File: src/rtl/piso_shreg_tx.sv
// Parallel-in serial-out transmitter: a one-deep holding register feeds a shifter
// that streams words out one bit per clock, back to back with no gap.
module piso_shreg_tx #(
    parameter int WIDTH     = 4,
    parameter bit MSB_FIRST = 1'b1
) (
    input  logic             clk,
    input  logic             clr,
    input  logic             load,
    input  logic [WIDTH-1:0] din,
    output logic             ready,
    output logic             dout,
    output logic             dvalid,
    output logic             done
);

    localparam int CountW = $clog2(WIDTH);
    localparam logic [CountW-1:0] LastCount = CountW'(WIDTH - 1);

    typedef enum logic {
        Idle,
        Shift
    } stateT;

    stateT             state;
    logic [WIDTH-1:0]  shifter;
    logic [WIDTH-1:0]  hold;
    logic [CountW-1:0] count;

    logic [WIDTH-1:0]  shifted;
    logic              holdOut;
    logic              shiftedOut;
    logic              transfer;

    // The output end of the shifter depends on bit order; vacated bits fill with 0.
    always_comb begin
        shifted    = '0;
        holdOut    = 1'b0;
        shiftedOut = 1'b0;
        if (MSB_FIRST) begin
            shifted    = {shifter[WIDTH-2:0], 1'b0};
            holdOut    = hold[WIDTH-1];
            shiftedOut = shifter[WIDTH-2];
        end else begin
            shifted    = {1'b0, shifter[WIDTH-1:1]};
            holdOut    = hold[0];
            shiftedOut = shifter[1];
        end
        transfer = !ready && ((state == Idle) || (count == '0));
    end

    // ready doubles as the hold-empty flag; a transfer needs ready=0, so it can never
    // coincide with an accept. Reloading on the last-bit cycle gives zero-gap streaming.
    always_ff @(posedge clk) begin
        if (clr) begin
            state   <= Idle;
            shifter <= '0;
            hold    <= '0;
            count   <= '0;
            ready   <= 1'b1;
            dout    <= 1'b0;
            dvalid  <= 1'b0;
            done    <= 1'b0;
        end else begin
            if (load && ready) begin
                hold  <= din;
                ready <= 1'b0;
            end else if (transfer) begin
                ready <= 1'b1;
            end

            done <= 1'b0;
            if (transfer) begin
                state   <= Shift;
                shifter <= hold;
                count   <= LastCount;
                dout    <= holdOut;
                dvalid  <= 1'b1;
            end else if ((state == Shift) && (count != '0)) begin
                shifter <= shifted;
                count   <= count - CountW'(1);
                dout    <= shiftedOut;
                done    <= (count == CountW'(1));
            end else begin
                state   <= Idle;
                shifter <= '0;
                count   <= '0;
                dout    <= 1'b0;
                dvalid  <= 1'b0;
            end
        end
    end

endmodule

File: config.mk
export PLATFORM = sky130hd
export DESIGN_NAME = piso_shreg_tx
export DESIGN_NICKNAME = d
export VERILOG_FILES = /design/src/rtl/piso_shreg_tx.sv
export SDC_FILE = /design/constraint.sdc
export NUM_CORES = 1
export LEC_CHECK = 0
export CAP_MARGIN = 10
export CORE_AREA = 2 2 39 41
export CTS_CLUSTER_DIAMETER = 150
export DETAILED_ROUTE_END_ITERATION = 6
export DIE_AREA = 0 0 41 43
export SLEW_MARGIN = 15
export SYNTH_ARGS = -nofsm -noshare
export SYNTH_HDL_FRONTEND = slang
export SYNTH_SLANG_ARGS = --single-unit
File: constraint.sdc
create_clock -name clk -period 2.29 [get_ports clk]
set_input_delay 0.687 -clock clk [delete_from_list [all_inputs] [get_ports clk]]
set_output_delay 0.687 -clock clk [all_outputs]
set_load 0.02 [all_outputs]
==> results.rst, run 1 <==
.. list-table::
   :header-rows: 1

   * - Metric
     - Value
   * - Run status
     - complete, no violations
   * - Distinct cell type count after synthesis
     - 16
   * - Starting DRT DRC Count
     - 3
   * - Number of remaining DRC errors
     - 0
   * - Cell Area, Placed
     - roughly 600 um2
   * - Unrepaired setup endpoints after global routing
     - false
   * - Mapped Area
     - slightly below 500 um2
   * - Ordered list of cells on the worst path
     - clkdlybuf4s50_1
   * - Layout-stage area growth over the synthesis result
     - 27.2%
   * - Tightest slew margin relative to the limit
     - between 70% and 80%
   * - CTS Root Cell
     - sky130_fd_sc_hd__clkbuf_4
   * - Req. time, crit path
     - ~1.6 ns
   * - Standard-cell row count
     - 14
   * - Final weighted congestion in routability-driven placement
     - ~0.73
   * - Final number of setup-violating endpoints
     - 0
   * - Total number of vias
     - roughly 360
   * - Total Wirelength
     - roughly 770 um
   * - Nets in the synthesized netlist
     - 60
   * - Global-route usage over all layers
     - between 10% and 20%
   * - Number of buffers added for setup after CTS
     - 0
   * - Global-route wire length before repair
     - between 1000 and 1500 um
   * - Vertical extent of the die
     - 43 um
   * - Net count reported at finish
     - 73
   * - TritonCTS Sinks
     - 13
   * - Number of hold-repair buffers added at the cts stage
     - 0
   * - Horiz. Die Dim
     - between 40 and 50 um
   * - Total of flip-flops plus latches after synthesis
     - 13
   * - Sequential share of the synthesized area
     - a little over half
   * - Initial cell density of the core
     - 35.5%
   * - Clock H-tree levels
     - 1
   * - Synthesis warning total
     - 0
   * - Final Hold Viols
     - 0
   * - Number of antenna repair diodes
     - 0
   * - Critical-path top delay cell
     - sky130_fd_sc_hd__clkdlybuf4s50_1
   * - 1st-pass router iterations
     - 2
   * - Largest net degree at the start of global routing
     - 13
   * - Startpoint Class
     - register
   * - Clock network latency to the later pin of the worst-skew pair
     - about 0.27 ns
   * - Portion of the clock cycle consumed by the worst path in the final layout
     - 93.5%
   * - IO Count
     - 11
   * - Arrival time of the worst setup path
     - 1.46 ns
   * - Antenna-violating nets left
     - 0
   * - Classification of the worst-slack hold path
     - register to register
   * - Family with the most delay on the worst path
     - buffers and inverters
   * - Clock Skews
     - roughly 0.0027 ns
   * - Avg Cell Area, Syn
     - roughly 9.6 um2
   * - Power per standard cell area
     - a little under 700 mW/mm2
   * - Largest stage delay, worst path
     - between 0.6 and 0.7 ns
   * - Routed len/inst
     - 9.80 um
   * - Instance count of the mapped netlist
     - 51
   * - TritonCTS Buffers
     - 3
   * - Non-filler instance count after layout
     - 79
   * - Clock slew seen by the registers of the worst setup and hold paths
     - about 0.08 ns
   * - Minimum period implied by the final worst setup slack
     - 2.14 ns
   * - Number of global-route vias before repair
     - roughly 310
   * - Core area
     - ~0.0014 mm2
   * - Setup crit end kind
     - output pin
   * - Post-placement setup slack
     - approximately 0.44 ns
   * - Highest Clock Rate
     - 467 MHz
   * - Initial antenna violation count
     - 0
   * - Worst slew pin tran
     - 0.402 ns
   * - TritonCTS clock tree
     - yes
   * - Worst ir drop on vdd
     - about 0.00024 V
   * - Cells after DPL
     - 75
   * - # port buffers
     - 10
   * - Total Die Area
     - roughly 0.0018 mm2
   * - Fraction of final layout cells sized beyond drive strength 1
     - about a tenth
   * - Leakage power summed over all cells
     - 0.000238 uW
   * - Critical path fanouts, max
     - 12
   * - Summed negative setup slack over all endpoints
     - 0 ns
   * - Maximum clock path buffer count
     - 2
   * - Post-route core utilization
     - 45.2%
   * - Sum of net half-perimeters after detailed placement
     - between 500 and 600 um
   * - Worst setup margin
     - 0.148 ns
   * - Post-route cell area
     - 626 um2
   * - Number of max-cap violations
     - 0
   * - Final-report max-slew violation count
     - 0
   * - Post-cts sizing count
     - 0
   * - Detailed-route vias per instance
     - roughly 4.5
   * - Global route overflow
     - 0
   * - Buffers & Inverters on Critical Path
     - 1
   * - Worst Path Class, Setup
     - register to output pin
[power by group]
group          total [uW]  leakage [uW]  internal [uW]  switching [uW]
sequential            241      0.000106            234            6.87
clock                 139     0.0000150           67.5            71.2
combinational        40.6      0.000117           23.1            17.5
[routing by layer]
metal	vias to the layer above	track usage, %	share of wire [%]
li1	195	-	-
met1	153	15.1	48
met2	7	13.4	48
met3	2	3.14	2.2
met4	0	10.0	1.8
met5	-	0	0
[cells by family after synthesis]
kind of cell	Yosys count	synth area share [%]
compound gates	11	11.7
flops	13	52.9
simple gates	20	25.4
buf+inv	5	4.83
fa+ha+maj	2	5.09
[sequential cells by signal, indices dropped and copies added, names as in the netlist]
register and count:
count 2, shifter 3, state 1, hold 4, done 1, dout 1, ready 1
[layout make-up]
class / instances / area [um2]
clock buffers: 4 / 26.3
flip-flops and latches: 13 / 260
repair buffers: 10 / 100
multi-input cells: 33 / 208
inverters: 3 / 11.3
well taps: 16 / 20.0
fillers: 140 / 758
[worst reg2reg max path: cells and delay by family, from the launching register on]
kind	cells	cell delay (ns)
AOI/OAI and AO/OA	2	0.32
buffers and inverters	1	0.05
DFF	1	0.36
adders and majority gates	1	0.20
and+or+nand+nor	1	0.16
[path summary, 6_finish.rpt]
path | startpoint | endpoint | slack [ns] | cells after the start
min reg2reg | shifter[1] | shifter[2] | 0.43 | 2
min | shifter[1] | shifter[2] | 0.43 | 2
max reg2reg | count[0] | count[0] | 1.13 | 5
max | ready | ready | 0.15 | 1
[stage by stage]
stage | hold slack (ns) | power (uW)
finish | 0.432 | 421
global route | 0.468 | 443
CTS | 0.437 | 428
detailed placement | 0.428 | 287
global placement | 0.422 | 288
floorplan | 0.417 | 269
[synth_stat cells]
library cell | n | area share, %
sky130_fd_sc_hd__dfxtp_1 | 13 | 53
sky130_fd_sc_hd__a21oi_1 | 9 | 9.2
sky130_fd_sc_hd__nand2_1 | 8 | 6.1
sky130_fd_sc_hd__nand3_1 | 4 | 4.1
sky130_fd_sc_hd__inv_1 | 3 | 2.3
sky130_fd_sc_hd__nand3b_1 | 3 | 4.6
sky130_fd_sc_hd__ha_1 | 2 | 5.1
sky130_fd_sc_hd__a21o_1 | 1 | 1.5
sky130_fd_sc_hd__and2b_4 | 1 | 2.0
sky130_fd_sc_hd__buf_2 | 1 | 1.0
sky130_fd_sc_hd__buf_4 | 1 | 1.5
sky130_fd_sc_hd__nand2b_1 | 1 | 1.3
sky130_fd_sc_hd__nand2b_4 | 1 | 2.8
sky130_fd_sc_hd__nor3b_1 | 1 | 1.5
sky130_fd_sc_hd__nor4b_2 | 1 | 3.1
sky130_fd_sc_hd__o21ai_0 | 1 | 1.0
[cell usage in the layout, fill, tap and decap left out, types with 2 or more instances in the layout]
| cell | netlist | routed |
|---|---|---|
| sky130_fd_sc_hd__dfxtp_1 | 13 | 13 |
| sky130_fd_sc_hd__clkdlybuf4s50_1 | 0 | 10 |
| sky130_fd_sc_hd__a21oi_1 | 9 | 9 |
| sky130_fd_sc_hd__nand2_1 | 8 | 8 |
| sky130_fd_sc_hd__nand3_1 | 4 | 4 |
| sky130_fd_sc_hd__inv_1 | 3 | 3 |
| sky130_fd_sc_hd__nand3b_1 | 3 | 3 |
| sky130_fd_sc_hd__clkbuf_4 | 0 | 3 |
| sky130_fd_sc_hd__ha_1 | 2 | 2 |
Note: power is estimated with default switching activity, not from simulation.
==> run 2: changes to the inputs <==
--- a/config.mk
+++ b/config.mk
@@ -7,6 +7,7 @@
 export LEC_CHECK = 0
 export CAP_MARGIN = 10
 export CORE_AREA = 2 2 39 41
+export CTS_BUF_LIST = sky130_fd_sc_hd__clkbuf_16
 export CTS_CLUSTER_DIAMETER = 150
 export DETAILED_ROUTE_END_ITERATION = 6
 export DIE_AREA = 0 0 41 43
==> results.rst, run 2 (same netlist as run 1, synthesis figures left out) <==
.. list-table::
   :header-rows: 1

   * - Metric
     - Value
   * - Sum of net half-perimeters after detailed placement
     - 569 um (unchanged)
   * - Net count reported at finish
     - 73 (unchanged)
   * - Area of combinational cells with multiple inputs
     - 208 um2 (unchanged)
   * - Cell Area, Placed
     - 599 um2 (unchanged)
   * - Critical path fanouts, max
     - 12 (unchanged)
   * - Number of antenna repair diodes
     - 0 (unchanged)
   * - CTS Root Cell
     - sky130_fd_sc_hd__clkbuf_16
   * - Biggest registers after layout
     - hold x4, shifter x3, count x2
   * - Layout-stage area growth over the synthesis result
     - 37.9%
   * - Number of flip-flops in the largest register
     - 4 (unchanged)
   * - Number of global-route vias before repair
     - 329 (+7.9%)
   * - Summed negative setup slack over all endpoints
     - 0 ns (unchanged)
   * - Minimum period implied by the final worst setup slack
     - 2.12 ns (-0.0271 ns)
   * - Req. time, crit path
     - 1.60 ns (about the same)
   * - Worst ir drop on vdd
     - 0.000333 V (+37%)
   * - Post-placement setup slack
     - 0.437 ns (unchanged)
   * - Initial antenna violation count
     - 0 (unchanged)
   * - Most common cell after layout, fill and taps aside
     - sky130_fd_sc_hd__dfxtp_1
   * - Post-route cell area
     - 678 um2 (+8.4%)
   * - Final Hold Viols
     - 0 (unchanged)
   * - Number of hold-repair buffers added at the cts stage
     - 0 (unchanged)
   * - Total number of vias
     - 363 (+1.7%)
   * - IO Count
     - 11 (unchanged)
   * - Portion of the clock cycle consumed by the worst path in the final layout
     - 92.4% (-1.2 points)
   * - Clock Skews
     - 0.000808 ns (-0.00190 ns)
   * - Starting DRT DRC Count
     - 2 (-1)
   * - Clock H-tree levels
     - 1 (unchanged)
   * - Family with the most delay on the worst path
     - buffers and inverters
   * - TritonCTS clock tree
     - yes
   * - TritonCTS Buffers
     - 3 (unchanged)
   * - Total Die Area
     - 0.00176 mm2 (unchanged)
   * - Maximum clock path buffer count
     - 2 (unchanged)
   * - Number of max-cap violations
     - 0 (unchanged)
   * - Detailed-route vias per instance
     - 4.59 (+1.7%)
   * - Standard-cell row count
     - 14 (unchanged)
   * - Number of remaining DRC errors
     - 0 (unchanged)
   * - Routed len/inst
     - 11.0 um (+12%)
   * - Global-route wire length before repair
     - 1390 um (+8.6%)
   * - Horiz. Die Dim
     - 41 um (unchanged)
   * - Clock network latency to the later pin of the worst-skew pair
     - 0.24 ns (-0.03 ns)
   * - Startpoint Class
     - register
   * - Unrepaired setup endpoints after global routing
     - false
   * - Leakage power summed over all cells
     - 0.000265 uW (+11%)
   * - Worst Path Class, Setup
     - register to output pin
   * - Global route overflow
     - 0 (unchanged)
   * - 1st-pass router iterations
     - 4 (+2)
   * - Initial cell density of the core
     - 35.5% (unchanged)
   * - Core area
     - 0.00138 mm2 (unchanged)
   * - Fraction of final layout cells sized beyond drive strength 1
     - 9.52% (unchanged)
   * - Setup crit end kind
     - output pin
   * - Classification of the worst-slack hold path
     - register to register
   * - Sequential cell area in the final layout
     - 260 um2 (unchanged)
   * - Worst setup margin
     - 0.175 ns (+0.0271 ns)
   * - Number of buffers added for setup after CTS
     - 0 (unchanged)
   * - Worst slew pin tran
     - 0.400 ns (-0.00174 ns)
   * - Buffers & Inverters on Critical Path
     - 1 (unchanged)
   * - Largest net degree at the start of global routing
     - 13 (unchanged)
   * - Total Wirelength
     - 866 um (+12%)
   * - Final weighted congestion in routability-driven placement
     - 0.726 (unchanged)
   * - Antenna-violating nets left
     - 0 (unchanged)
   * - Largest stage delay, worst path
     - 0.67 ns (about the same)
   * - Filler cell count in the final layout
     - 133 (-5.0%)
   * - Vertical extent of the die
     - 43 um (unchanged)
   * - Run status
     - complete, no violations
   * - Clock slew seen by the registers of the worst setup and hold paths
     - 0.04 ns (-0.04 ns)
   * - Power per standard cell area
     - 894 mW/mm2 (+33%)
   * - Final-report max-slew violation count
     - 0 (unchanged)
   * - Critical-path top delay cell
     - sky130_fd_sc_hd__clkdlybuf4s50_1
   * - Top reg by flops
     - hold
   * - # port buffers
     - 10 (unchanged)
   * - Tightest slew margin relative to the limit
     - 73.2% (+0.12 points)
   * - Final number of setup-violating endpoints
     - 0 (unchanged)
   * - Post-cts sizing count
     - 0 (unchanged)
   * - Total power after layout
     - 607 uW (+44%)
   * - Global-route usage over all layers
     - 12.5% (+1.4 points)
   * - Commonest cells after routing, fill and taps aside
     - sky130_fd_sc_hd__dfxtp_1 (13), sky130_fd_sc_hd__clkdlybuf4s50_1 (10), sky130_fd_sc_hd__a21oi_1 (9), sky130_fd_sc_hd__nand2_1 (8)
   * - Highest Clock Rate
     - 473 MHz (+1.3%)
   * - Ordered list of cells on the worst path
     - clkdlybuf4s50_1
   * - Arrival time of the worst setup path
     - 1.43 ns (-0.03 ns)
   * - TritonCTS Sinks
     - 13 (unchanged)
==> run 2: cell types whose count changed in the layout (fill, tap and decap cells not counted) <==
cell / before / now
sky130_fd_sc_hd__inv_1: 3 / 4
sky130_fd_sc_hd__clkbuf_16: 0 / 3
sky130_fd_sc_hd__clkbuf_1: 1 / 0
sky130_fd_sc_hd__clkbuf_4: 3 / 0
==> run 2: worst paths after layout <==
kind              start         end  slack, ns  cells past startpoint
min          shifter[0]  shifter[1]       0.44                      2
max reg2reg    count[0]    count[0]       1.14                      5
max               ready       ready       0.17                      1
min reg2reg  shifter[0]  shifter[1]       0.44                      2
==> run 2: metal layers <==
layer	wire [um]	track usage, %
met1	423	15.7
met3	31	4.71
met4	27	12.0
met5	0	0
met2	383	15.3
==> run 2: stage by stage <==
step / instances / utilization (%) / hold slack, ns
detailed placement: 75 / 43.3 / 0.428
global placement: 75 / 43.3 / 0.422
finish: 79 / 49.0 / 0.437
CTS: 79 / 49.0 / 0.436
global route: 79 / 49.0 / 0.470
floorplan: 51 / - / 0.417
==> run 2: layout make-up <==
cell class	count	area share (%)
timing repair buffer	10	14.8
sequential	13	38.4
inverter	3	1.66
tap	16	2.95
clock inverter	1	0.554
multi-input combinational	33	30.6
clock buffer	3	11.1
==> run 2: report_power, final <==
group	internal (uW)	switching, uW
Combinational	23.2	17.8
Sequential	236	6.99
Clock	230	93.0
==> run 3: changes to the inputs <==
--- a/config.mk
+++ b/config.mk
@@ -11,6 +11,7 @@
 export CTS_CLUSTER_DIAMETER = 150
 export DETAILED_ROUTE_END_ITERATION = 6
 export DIE_AREA = 0 0 41 43
+export RECOVER_POWER = 100
 export SLEW_MARGIN = 15
 export SYNTH_ARGS = -nofsm -noshare
 export SYNTH_HDL_FRONTEND = slang
==> results.rst, run 3 (same netlist as run 1, synthesis figures left out) <==
.. list-table::
   :header-rows: 1

   * - Metric
     - Value
   * - Run status
     - complete, no violations
   * - Clock Skews
     - 0.000833 ns (+0.0000251 ns)
   * - Portion of the clock cycle consumed by the worst path in the final layout
     - 93.5% (+1.2 points)
   * - Vertical extent of the die
     - 43 um (unchanged)
   * - 1st-pass router iterations
     - 5 (+1)
   * - Most common cell after layout, fill and taps aside
     - sky130_fd_sc_hd__dfxtp_1
   * - Number of flip-flops in the largest register
     - 4 (unchanged)
   * - Tightest slew margin relative to the limit
     - 74.2% (+0.92 points)
   * - Number of antenna repair diodes
     - 0 (unchanged)
   * - Met1 Track Usage GR
     - 15.7% (unchanged)
   * - Initial cell density of the core
     - 35.5% (unchanged)
   * - Highest Clock Rate
     - 467 MHz (-1.3%)
   * - Classification of the worst-slack hold path
     - register to register
   * - Setup crit end kind
     - output pin
   * - # port buffers
     - 10 (unchanged)
   * - Number of hold-repair buffers added at the cts stage
     - 0 (unchanged)
   * - Req. time, crit path
     - 1.60 ns (about the same)
   * - Largest net degree at the start of global routing
     - 13 (unchanged)
   * - Horiz. Die Dim
     - 41 um (unchanged)
   * - TritonCTS Sinks
     - 13 (unchanged)
   * - Total Die Area
     - 0.00176 mm2 (unchanged)
   * - Sum of net half-perimeters after detailed placement
     - 569 um (unchanged)
   * - Number of remaining DRC errors
     - 0 (unchanged)
   * - Antenna-violating nets left
     - 0 (unchanged)
   * - Global-route usage over all layers
     - 12.5% (unchanged)
   * - Buffers & Inverters on Critical Path
     - 1 (unchanged)
   * - Detailed-route vias per instance
     - 4.71 (+2.5%)
   * - Routing usage on met3
     - 4.71% (unchanged)
   * - Total number of vias
     - 372 (+2.5%)
   * - Initial antenna violation count
     - 0 (unchanged)
   * - Layout-stage area growth over the synthesis result
     - 36.6%
   * - IO Count
     - 11 (unchanged)
   * - Clock network latency to the later pin of the worst-skew pair
     - 0.24 ns (about the same)
   * - Leakage power summed over all cells
     - 0.000273 uW (+3.1%)
   * - Number of buffers added for setup after CTS
     - 0 (unchanged)
   * - Summed negative setup slack over all endpoints
     - 0 ns (unchanged)
   * - Maximum clock path buffer count
     - 2 (unchanged)
   * - CTS Root Cell
     - sky130_fd_sc_hd__clkbuf_16
   * - Critical path fanouts, max
     - 12 (unchanged)
   * - Net count reported at finish
     - 73 (unchanged)
   * - Biggest registers after layout
     - hold x4, shifter x3, count x2
   * - Global route overflow
     - 0 (unchanged)
   * - Starting DRT DRC Count
     - 1 (-1)
   * - Unrepaired setup endpoints after global routing
     - false
   * - Filler cell count in the final layout
     - 134 (+0.75%)
   * - Largest stage delay, worst path
     - 0.72 ns (+0.05 ns)
   * - Number of global-route vias before repair
     - 329 (unchanged)
   * - Arrival time of the worst setup path
     - 1.46 ns (+0.03 ns)
   * - Global-route wire length before repair
     - 1390 um (unchanged)
   * - Final-report max-slew violation count
     - 0 (unchanged)
   * - TritonCTS clock tree
     - yes
   * - Post-cts sizing count
     - 0 (unchanged)
   * - Final number of setup-violating endpoints
     - 0 (unchanged)
   * - Standard-cell row count
     - 14 (unchanged)
   * - Number of max-cap violations
     - 0 (unchanged)
   * - Total Wirelength
     - 866 um (unchanged)
   * - Top reg by flops
     - hold
   * - Final weighted congestion in routability-driven placement
     - 0.726 (unchanged)
   * - Final Hold Viols
     - 0 (unchanged)
   * - Family with the most delay on the worst path
     - buffers and inverters
   * - Critical-path top delay cell
     - sky130_fd_sc_hd__dlygate4sd3_1
   * - Layer carrying the most global-route usage
     - met1
   * - Grt met2 use
     - 15.3% (unchanged)
   * - Worst slew pin tran
     - 0.386 ns (-0.0138 ns)
   * - Worst ir drop on vdd
     - 0.000333 V (-0.11%)
   * - Routed len/inst
     - 11.0 um (unchanged)
   * - Fraction of final layout cells sized beyond drive strength 1
     - 7.94% (-1.6 points)
   * - Clock H-tree levels
     - 1 (unchanged)
   * - Commonest cells after routing, fill and taps aside
     - sky130_fd_sc_hd__dfxtp_1 (13), sky130_fd_sc_hd__a21oi_1 (9), sky130_fd_sc_hd__nand2_1 (8), sky130_fd_sc_hd__dlygate4sd3_1 (6)
   * - Startpoint Class
     - register
   * - Minimum period implied by the final worst setup slack
     - 2.14 ns (+0.0269 ns)
   * - Fin Hold WS
     - 0.434 ns (-0.00239 ns)
   * - TritonCTS Buffers
     - 3 (unchanged)
   * - Clock slew seen by the registers of the worst setup and hold paths
     - 0.04 ns (about the same)
   * - Core area
     - 0.00138 mm2 (unchanged)
   * - Power per standard cell area
     - 903 mW/mm2 (+0.92%)
   * - Ordered list of cells on the worst path
     - dlygate4sd3_1
   * - Worst Path Class, Setup
     - register to output pin
-- run 3: cell count changes in the layout (fill, tap and decap cells not counted) --
cell and change:
sky130_fd_sc_hd__clkdlybuf4s50_1 -6, sky130_fd_sc_hd__dlygate4sd3_1 +6, sky130_fd_sc_hd__nor4b_1 +1, sky130_fd_sc_hd__nor4b_2 -1
-- run 3: path summary, 6_finish.rpt --
kind / from / end / slack (ns) / cells after the start
setup / recovery: ready / ready / 0.15 / 1
hold / removal: shifter[0] / shifter[1] / 0.43 / 2
setup reg to reg: count[0] / count[0] / 1.14 / 5
hold reg to reg: shifter[0] / shifter[1] / 0.43 / 2
-- run 3: stage by stage --
stage          setup WS, ns  cell area (um2)  total power [uW]  utilization, %  cells
2_1_floorplan          1.13              492               269               -     51
3_3_place_gp          0.444              599               288            43.3     75
3_5_place_dp          0.437              599               287            43.3     75
4_1_cts               0.179              678               612            49.0     79
5_1_grt              0.0948              672               625            48.6     79
6_report              0.148              672               607            48.6     79
-- run 3: cell type report --
cell class	instances	area (um2)	area share, %
sequential	13	260	38.7
multi-input combinational	33	201	30.0
timing repair buffer	10	100	14.9
clock buffer	3	75.1	11.2
tap	16	20.0	2.98
inverter	3	11.3	1.68
clock inverter	1	3.75	0.559
-- run 3: routing by layer --
metal  wire [um]  share of wire (%)  up-vias
met2         409                 47        9
met3          34                3.9        4
met1         404                 47      165
met4          19                2.2        0
li1            -                  -      194
met5           0                  0        -
-- run 3: worst min-delay path, delay by kind of cell, from the launching register on --
family | cells | cell delay (ns)
AO/OA/AOI/OAI | 1 | 0.05
flip-flops | 1 | 0.29
AND/OR/NAND/NOR | 1 | 0.05
-- run 3: where the power goes --
group	switching, uW	internal, uW
Combinational	17.6	21.5
Clock	94.9	230
Sequential	6.65	236
